$ cat src/rtl/synth_pkg.sv
// synth_pkg: shared note table, octave constant and helpers for the key period tracker
package synth_pkg;
    localparam int BASE_OCTAVE = 4;
    localparam int TABLE_W = 8;
    localparam int NUM_NOTES = 12;
    localparam logic [TABLE_W-1:0] BASE_TABLE [NUM_NOTES] = '{
        8'd92, 8'd87, 8'd82, 8'd77, 8'd73, 8'd69, 8'd65, 8'd61, 8'd58, 8'd55, 8'd51, 8'd49
    };
    typedef struct packed {
        logic       valid;
        logic [3:0] idx;
    } sel_t;
    function automatic logic [TABLE_W-1:0] base_period(input logic [3:0] idx);
        return idx < 4'(NUM_NOTES) ? BASE_TABLE[idx] : '0;
    endfunction
    function automatic logic [31:0] scale_period(input logic [TABLE_W-1:0] base, input logic [2:0] octave);
        return octave < 3'(BASE_OCTAVE) ? 32'(base) << (3'(BASE_OCTAVE) - octave)
                                        : 32'(base) >> (octave - 3'(BASE_OCTAVE));
    endfunction
endpackage

$ cat src/rtl/key_debouncer.sv
// key_debouncer: two-flop synchroniser followed by a consecutive-cycle debounce filter
module key_debouncer
    import synth_pkg::*;
#(
    parameter int DEBOUNCE_CYC = 4
) (
    input  logic clk,
    input  logic rst,
    input  logic key,
    output logic db
);
    localparam logic [15:0] LAST = 16'(DEBOUNCE_CYC - 1);
    logic [1:0]  sync;
    logic [15:0] cnt;
    // Synchronise, then accept a change only after it has persisted DEBOUNCE_CYC cycles
    always_ff @(posedge clk or posedge rst)
        if (rst) begin
            sync <= '0;
            cnt  <= '0;
            db   <= 1'b0;
        end else begin
            sync <= {sync[0], key};
            cnt  <= (sync[1] != db && cnt != LAST) ? cnt + 16'd1 : 16'd0;
            if (sync[1] != db && cnt == LAST) db <= sync[1];
        end
endmodule

$ cat src/rtl/key_period_tracker.sv
// key_period_tracker: debounces keys, picks one by priority mode and outputs its octave-scaled half-period
module key_period_tracker
    import synth_pkg::*;
#(
    parameter int NUM_KEYS     = 12,
    parameter int PERIOD_W     = 12,
    parameter int DEBOUNCE_CYC = 4
) (
    input  logic                clk,
    input  logic                rst,
    input  logic [NUM_KEYS-1:0] keys,
    input  logic [2:0]          octave,
    input  logic                prio_mode,
    output logic [PERIOD_W-1:0] half_period,
    output logic                note_valid,
    output logic [3:0]          note_idx,
    output logic                note_change
);
    logic [NUM_KEYS-1:0] db, db_q, press;
    logic [15:0]         db_w;
    logic [3:0]          low_held, low_press;
    logic                any_held, any_press;
    logic [31:0]         scaled;
    logic [PERIOD_W-1:0] hp_next;
    sel_t                sel, sel_next;

    for (genvar i = 0; i < NUM_KEYS; i++) begin : g_key
        key_debouncer #(.DEBOUNCE_CYC(DEBOUNCE_CYC)) u_db (
            .clk (clk),
            .rst (rst),
            .key (keys[i]),
            .db  (db[i])
        );
    end

    assign press = db & ~db_q;
    assign db_w  = 16'(db);

    // Lowest-index held key and lowest-index newly pressed key
    always_comb begin
        {any_held, low_held, any_press, low_press} = '0;
        for (int i = NUM_KEYS - 1; i >= 0; i--) begin
            if (db[i]) {any_held, low_held} = {1'b1, 4'(i)};
            if (press[i]) {any_press, low_press} = {1'b1, 4'(i)};
        end
    end

    // Mode 0 tracks the lowest held key; mode 1 follows presses and falls back on release of the selection
    always_comb
        sel_next = !prio_mode                  ? sel_t'({any_held, low_held}) :
                   any_press                   ? sel_t'({1'b1, low_press}) :
                   (sel.valid && !db_w[sel.idx]) ? sel_t'({any_held, low_held}) : sel;

    assign scaled  = sel.valid ? scale_period(base_period(sel.idx), octave) : 32'd0;
    assign hp_next = (scaled >> PERIOD_W) != 32'd0 ? '1 : PERIOD_W'(scaled);

    // Edge history, selection and registered outputs
    always_ff @(posedge clk or posedge rst)
        if (rst) begin
            db_q        <= '0;
            sel         <= '0;
            half_period <= '0;
            note_valid  <= 1'b0;
            note_idx    <= '0;
            note_change <= 1'b0;
        end else begin
            db_q        <= db;
            sel         <= sel_next;
            half_period <= hp_next;
            note_valid  <= sel.valid;
            note_idx    <= sel.valid ? sel.idx : 4'd0;
            note_change <= hp_next != half_period;
        end
endmodule

$ cat config.mk
export PLATFORM = sky130hd
export DESIGN_NAME = key_period_tracker
export DESIGN_NICKNAME = d
export VERILOG_FILES = /design/src/rtl/synth_pkg.sv /design/src/rtl/key_debouncer.sv /design/src/rtl/key_period_tracker.sv
export SDC_FILE = /design/constraint.sdc
export NUM_CORES = 1
export LEC_CHECK = 0
export CAP_MARGIN = 20
export CORE_UTILIZATION = 62
export CTS_CLUSTER_DIAMETER = 100
export CTS_CLUSTER_SIZE = 25
export DETAILED_ROUTE_END_ITERATION = 10
export HOLD_SLACK_MARGIN = 0.08
export MAX_ROUTING_LAYER = met4
export PLACE_DENSITY = 0.8
export SYNTH_ARGS = -nofsm -noshare
export SYNTH_HDL_FRONTEND = slang
export SYNTH_HIERARCHICAL = 1
export SYNTH_SLANG_ARGS = --single-unit
export TNS_END_PERCENT = 20
$ cat constraint.sdc
create_clock -name clk -period 3.2 [get_ports clk]
set_input_delay 0.64 -clock clk [delete_from_list [all_inputs] [get_ports clk]]
set_output_delay 0.64 -clock clk [all_outputs]
set_load 0.005 [all_outputs]
; ---- Word-level counts from Yosys, hierarchy flattened
; Memories as Yosys holds them, arrays and structs flattened.
; Index checks and enable logic that the tools add are counted.
[op_classes]
shifts = 2
eq_ne = 38
n_lt_le_gt_ge = 4
bitwise = 3
reduce_logical = 27
muxes = 72
add_sub_neg = 14
[ops]
columns = op, count
row1 = 16-bit by 1-bit adder with 16-bit output (second input constant), 12
row2 = 16-bit by 2-bit equality test with 1-bit output (second input constant), 12
row3 = 16-bit two-way mux, 12
row4 = 16-bit by 2-bit inequality test with 1-bit output (second input constant), 12
row5 = 4-bit two-way mux, 25
row6 = 32-bit two-way mux, 2
row7 = 32-bit nonzero test, 1
row8 = 8-bit by 3-bit left shift with 32-bit output, 1
row9 = 8-bit by 3-bit >> shifter with 32-bit output, 1
row10 = 1-bit logical AND, 25
row11 = 1-bit two-way mux, 25
row12 = 8-bit two-way mux, 3
row13 = 5-bit two-way mux, 3
row14 = 12-bit bitwise AND, 1
row15 = 12-bit two-way mux, 1
row16 = 1-bit inequality test, 12
row17 = 12-bit inequality test, 1
row18 = 12-bit inverter, 1
row19 = 5-bit greater-or-equal comparator (second input constant), 1
row20 = 4-bit by 5-bit less-than comparator with 1-bit output (second input constant), 1
row21 = 4-bit inverter with 5-bit output, 1
row22 = 1-bit binary-select mux with 4-bit select, 1
row23 = 4-bit less-than comparator (second input constant), 1
row24 = 3-bit less-than comparator (second input constant), 1
row25 = 4 further kinds, 4
[totals]
memories = 1
in_bits = 18
ff_bits = 263
output_inout_bits = 18
romBits = 128
[mem_list]
columns = memory, words, word_bits, read_ports, rd_clocked_by_memory_dff, wr, line_no
row1 = (name not given), 16, 8, 1, 0, 0, synth_pkg.sv:14  ; return idx < 4'(NUM_NOTES) ? BASE_TABLE[idx] : '0;

; ---- Longest topological paths before layout
[logic_depth]
ltp_word = 16
ltp_mapped = 13
ltp_nobuf = 9

; ---- Modules after synthesis
; Netlist, hierarchy kept.
[by_module_without_submodules]
columns = module, seq_area_each_um2, area_each_um2, cells_each, n_inst
row1 = key_debouncer, 475.5, 900.9, 85, 12
row2 = key_period_tracker, 875.8, 2942.8, 353, 1

; ---- Worst setup path after synthesis
; Ideal clock, no wire load.
[synth_path]
kind = input to register
from = input octave[1]
to = register note_change
path_buffers = 2
setup_time_ns = 0.145
arrival_time_ns = 2.703
path_stages = 10
required_time_ns = 3.055
slack_ns = 0.353
cell_sequence = buf_6 inv_1 ha_1 buf_2 maj3_1 o221ai_1 o21ai_1 or4_1 nor4_1 nand4_1
[synth_via]
elab_chain_len = 7
word_cells_on_any_way = 10
[synth_rtl]
columns = element, line_no
row1 = "start, declared", key_period_tracker.sv:12  ; input logic [2:0] octave,
row2 = "3-bit subtractor, on equally long branches", "synth_pkg.sv:18, synth_pkg.sv:17"
row3 = 8-bit by 3-bit >> shifter with 32-bit output or 8-bit by 3-bit left shift with 32-bit output (tied branches), "synth_pkg.sv:18, synth_pkg.sv:17"
row4 = 32-bit two-way mux (*), synth_pkg.sv:17  ; return octave < 3'(BASE_OCTAVE) ? 32'(base) << (3'(BASE_OCTAVE) - octave)
row5 = 32-bit two-way mux (*), key_period_tracker.sv:54  ; assign scaled = sel.valid ? scale_period(base_period(sel.idx), octave) : 32'd0;
row6 = 32-bit nonzero test, key_period_tracker.sv:55  ; assign hp_next = (scaled >> PERIOD_W) != 32'd0 ? '1 : PERIOD_W'(scaled);
row7 = 12-bit two-way mux (*), key_period_tracker.sv:55
row8 = 12-bit inequality test (*), key_period_tracker.sv:72  ; note_change <= hp_next != half_period;
row9 = "end signal, assigned", key_period_tracker.sv:72
row10 = "end, declared", key_period_tracker.sv:17  ; output logic note_change
; Every way passes the cells marked *; elsewhere a longest branch is shown, timed or not.
; A chain may end at the register's enable or synchronous reset.

; ---- Worst setup path in the final report
; Ends and elaborated chain as after synthesis.

==> implementation parameters <==
Parameter                              Value

Status
  Run status    complete, no violations

GRT
  Met3 Use GR    2.92%
  Number of global-route vias before repair    ~10k
  Wire length of the first global-routing pass    around 47 mm
  Total track usage    25.9%
  Met2 demand-to-capacity share in global routing    41.4%
  Congestion Overflow GR    0
  Pin count of the biggest net entering global routing    30
  Met1 capacity usage during global routing    35.6%
  Number of antenna violations at the first check in global routing    0
  Most utilized layer in the global route result    met2

Die
  Die outline area    ~23000 um^2
  Num rows    54
  Initial Utilization    a little over three fifths
  Die Wd    around 150 um
  Core Footprint    between 20000 and 25000 um^2
  Die Y    151 um
  Number of top-level design ports    36

Yosys
  Multiplexer share of the synthesized area    2.41%
  Area share of the largest cell type after synthesis    between 40% and 50%
  Net count of the mapped netlist    approximately 1.4k
  Syn Inst Count    between 1k and 1.5k
  Yosys warns    6
  Basic-gate share of the synthesized area counting and, or, nand and nor cells    26.8%
  Post-synth top area cell    sky130_fd_sc_hd__dfrtp_1
  Part of the Yosys area used for sequential elements    47.9%
  Dominant cells by area after synthesis    sky130_fd_sc_hd__dfrtp_1 48%, sky130_fd_sc_hd__xnor2_1 8.5%, sky130_fd_sc_hd__nor2_1 5.5%
  Ys flop type    sky130_fd_sc_hd__dfrtp_1
  Parity-gate share of the synthesized area counting xor and xnor cells    11.7%
  Most numerous cell in the Yosys netlist    sky130_fd_sc_hd__dfrtp_1
  Netlist cell types    83
  Main combinational cell family by area after synthesis    simple AND/OR/NAND/NOR gates
  Fraction of the mapped netlist area in adder cells    1.87%
  Top cells by count, synth    263 x sky130_fd_sc_hd__dfrtp_1, 200 x sky130_fd_sc_hd__nor2_1, 133 x sky130_fd_sc_hd__xnor2_1, 80 x sky130_fd_sc_hd__nand3_1, 78 x sky130_fd_sc_hd__nor4_1
  Average footprint of a synthesized cell    10.0 um^2
  Synth async-reset ratio    100%
  Flops & latches, synth    263
  Synth Cell Area    13800 um^2
  Complex-gate fraction of the synthesized area    5.94%
  Number of enable-type register cells in the synthesized netlist    0

STA
  Post-layout worst setup margin    0.165 ns
  Transition at the pin with the smallest max-transition slack    0.901 ns
  Number of failing setup endpoints in the final timing report    0
  Time the final worst path needs with I/O delays and setup    3.03 ns
  Final slew viol count    0
  Worst-case hold slack    0.356 ns
  RSZ-0062 raised after global routing    no
  Achievable frequency    between 300 and 400 MHz
  Fraction of the cycle the final worst path needs    between 90% and 100%
  Normalized max-slew margin    39.7%
  Clock skew    0.00929 ns
  Final hold violations    0

Hold path
  Hold Crit Class    reg2reg

CTS
  CTS Buf Count    14
  Buffer type at the clock tree root    sky130_fd_sc_hd__clkbuf_16
  Count of instances resized after the clock tree is built    0
  Number of hold buffers added after cts    0
  Depth of the CTS H-tree    1
  Insertion delay of the later-clocked pin in the worst-skew pair    0.49 ns
  Clock sink count    approximately 260
  TritonCTS clock tree    done
  Maximum root-to-sink buffer count    3
  Clk pin slew, worst setup/hold paths    0.09 ns
  Number of setup buffers added after CTS    0

Finish
  Filler instances    1696
  Area of combinational cells with multiple inputs    6690 um^2
  Area grow syn2layout    9.14%
  Share of post-route cells with drive strength above 1    12.9%
  Final net count    around 1.5k
  Finished layout cell area    15000 um^2
  Number of diodes    0
  Footprint of the flip-flops and latches    6580 um^2

Placed design
  Post-Place Cell Area    14600 um^2
  Final weighted congestion of routability-driven global placement    0.930
  Number of input and output port buffers inserted    35
  Detailed placement HPWL    19.6 mm
  Worst slack after detailed placement    -0.313 ns

Power
  Maximum ir drop on the vdd rail    0.495 mV
  Leak pwr    6.31 nW
  PD cells    614 nW/um^2

Drt
  Final ANT Viol Nets    0
  DRC errors left    0
  First DRT Iteration DRCs    675
  Routed vias/inst    5.87
  Number of detailed-routing iterations run before antenna repair    5
  Total vias in the final route    10.1k
  Average wire per standard cell    ~16 um
  Overall routed net length    around 27 mm

Setup path
  Crit Path Max Fanout    6
  Crit path required time    3.55 ns
  Data arrival time of the worst path    around 3.4 ns
  Critical Setup Path Class    in2reg
  Setup crit end kind    flip-flop
  CP startpoint kind    primary input

Flow run
  Maximum Capacitance Violations    0
## critical path: stages
cell and delay (ns):
sky130_fd_sc_hd__clkdlybuf4s50_1 0.51, sky130_fd_sc_hd__inv_1 0.08, sky130_fd_sc_hd__ha_1 0.39, sky130_fd_sc_hd__buf_4 0.15, sky130_fd_sc_hd__buf_4 0.13, sky130_fd_sc_hd__inv_1 0.07, sky130_fd_sc_hd__o221ai_1 0.33, sky130_fd_sc_hd__o21ai_1 0.09
sky130_fd_sc_hd__or4_1 0.41, sky130_fd_sc_hd__nor4_1 0.42, sky130_fd_sc_hd__nand4_1 0.14
## flip-flops by register name, indices dropped and copies added (netlist names)
signal and cells:
note_valid 1, sel 5, g_key.u_db/sync 24, g_key.u_db/cnt 192, half_period 12, note_change 1, note_idx 4, db_q 12
g_key.u_db/db 12
## cell usage in the layout (no fill, tap or decap), types with 12 or more instances in the layout
master                            netlist  routed
sky130_fd_sc_hd__nand2_2               12      12
sky130_fd_sc_hd__nand2_1               46      46
sky130_fd_sc_hd__nand3_1               80      80
sky130_fd_sc_hd__and3_2                12      12
sky130_fd_sc_hd__nor4b_1               12      12
sky130_fd_sc_hd__and3_1                25      25
sky130_fd_sc_hd__xor2_1                50      50
sky130_fd_sc_hd__nor2_1               200     200
sky130_fd_sc_hd__nor4_1                78      78
sky130_fd_sc_hd__ha_1                  19      19
sky130_fd_sc_hd__buf_4                 16      55
sky130_fd_sc_hd__mux2_2                13      13
sky130_fd_sc_hd__clkdlybuf4s50_1        0      35
sky130_fd_sc_hd__nor3_1                56      56
sky130_fd_sc_hd__nor2_2                36      36
sky130_fd_sc_hd__xnor2_1              133     133
sky130_fd_sc_hd__and2b_2               12      12
sky130_fd_sc_hd__a21oi_1               21      21
sky130_fd_sc_hd__nand4_4               12      12
sky130_fd_sc_hd__nand4_1               41      41
sky130_fd_sc_hd__dfrtp_1              263     263
sky130_fd_sc_hd__clkbuf_16              0      15
sky130_fd_sc_hd__inv_1                 55      55
sky130_fd_sc_hd__nor2b_1               15      15
## per-layer routing
layer,share of wire [%],wire length (um)
met1,47,12700
met2,47,12800
met3,3.6,962
met4,2.1,565
met5,0,0
## cell families after synthesis
kind of cell	count (synthesis)
simple gates	667
flops	263
xor+xnor	183
compound gates	111
buf+inv	103
mux	25
fa+ha+maj	21
## cell type report
type | instances | share of cell area, %
Multi-Input combinational cell | 1007 | 44.6
Timing Repair Buffer | 91 | 5.22
Tap cell | 280 | 2.33
Inverter | 57 | 1.43
Sequential cell | 263 | 43.8
Clock buffer | 15 | 2.50
Clock inverter | 1 | 0.108
## power by group
group / internal, W / total, W / switching, W
combinational: 0.00132 / 0.00306 / 0.00174
sequential: 0.00375 / 0.00430 / 0.000549
clock: 0.000850 / 0.00187 / 0.00102
total: 0.00591 / 0.00922 / 0.00331
## stage by stage
stage	total power, W	TNS [ns]	util (%)	cells
global route	0.00982	0	69.0	1714
global placement	0.00732	-0.292	67.2	1698
finish	0.00922	0	69.0	1714
floorplan	0.00647	0	-	1373
detailed placement	0.00739	-0.313	67.2	1698
CTS	0.00930	0	69.0	1714
## worst paths after layout
| check | depth (start not counted) | startpoint | endpoint | slack (ns) |
|---|---|---|---|---|
| worst max-delay path | 11 | octave[1] | note_change | 0.17 |
| worst min-delay path | 0 | g_key[6].u_db/sync[0] | g_key[6].u_db/sync[1] | 0.36 |
| worst max register to register | 9 | sel[1] | note_change | 0.31 |
| worst min register to register | 0 | g_key[6].u_db/sync[0] | g_key[6].u_db/sync[1] | 0.36 |
| max in group asynchronous | 3 | rst | note_idx[0] | 1.46 |
| min in group asynchronous | 2 | rst | g_key[6].u_db/cnt[3] | 1.02 |
(Power assumes the default switching activity.)
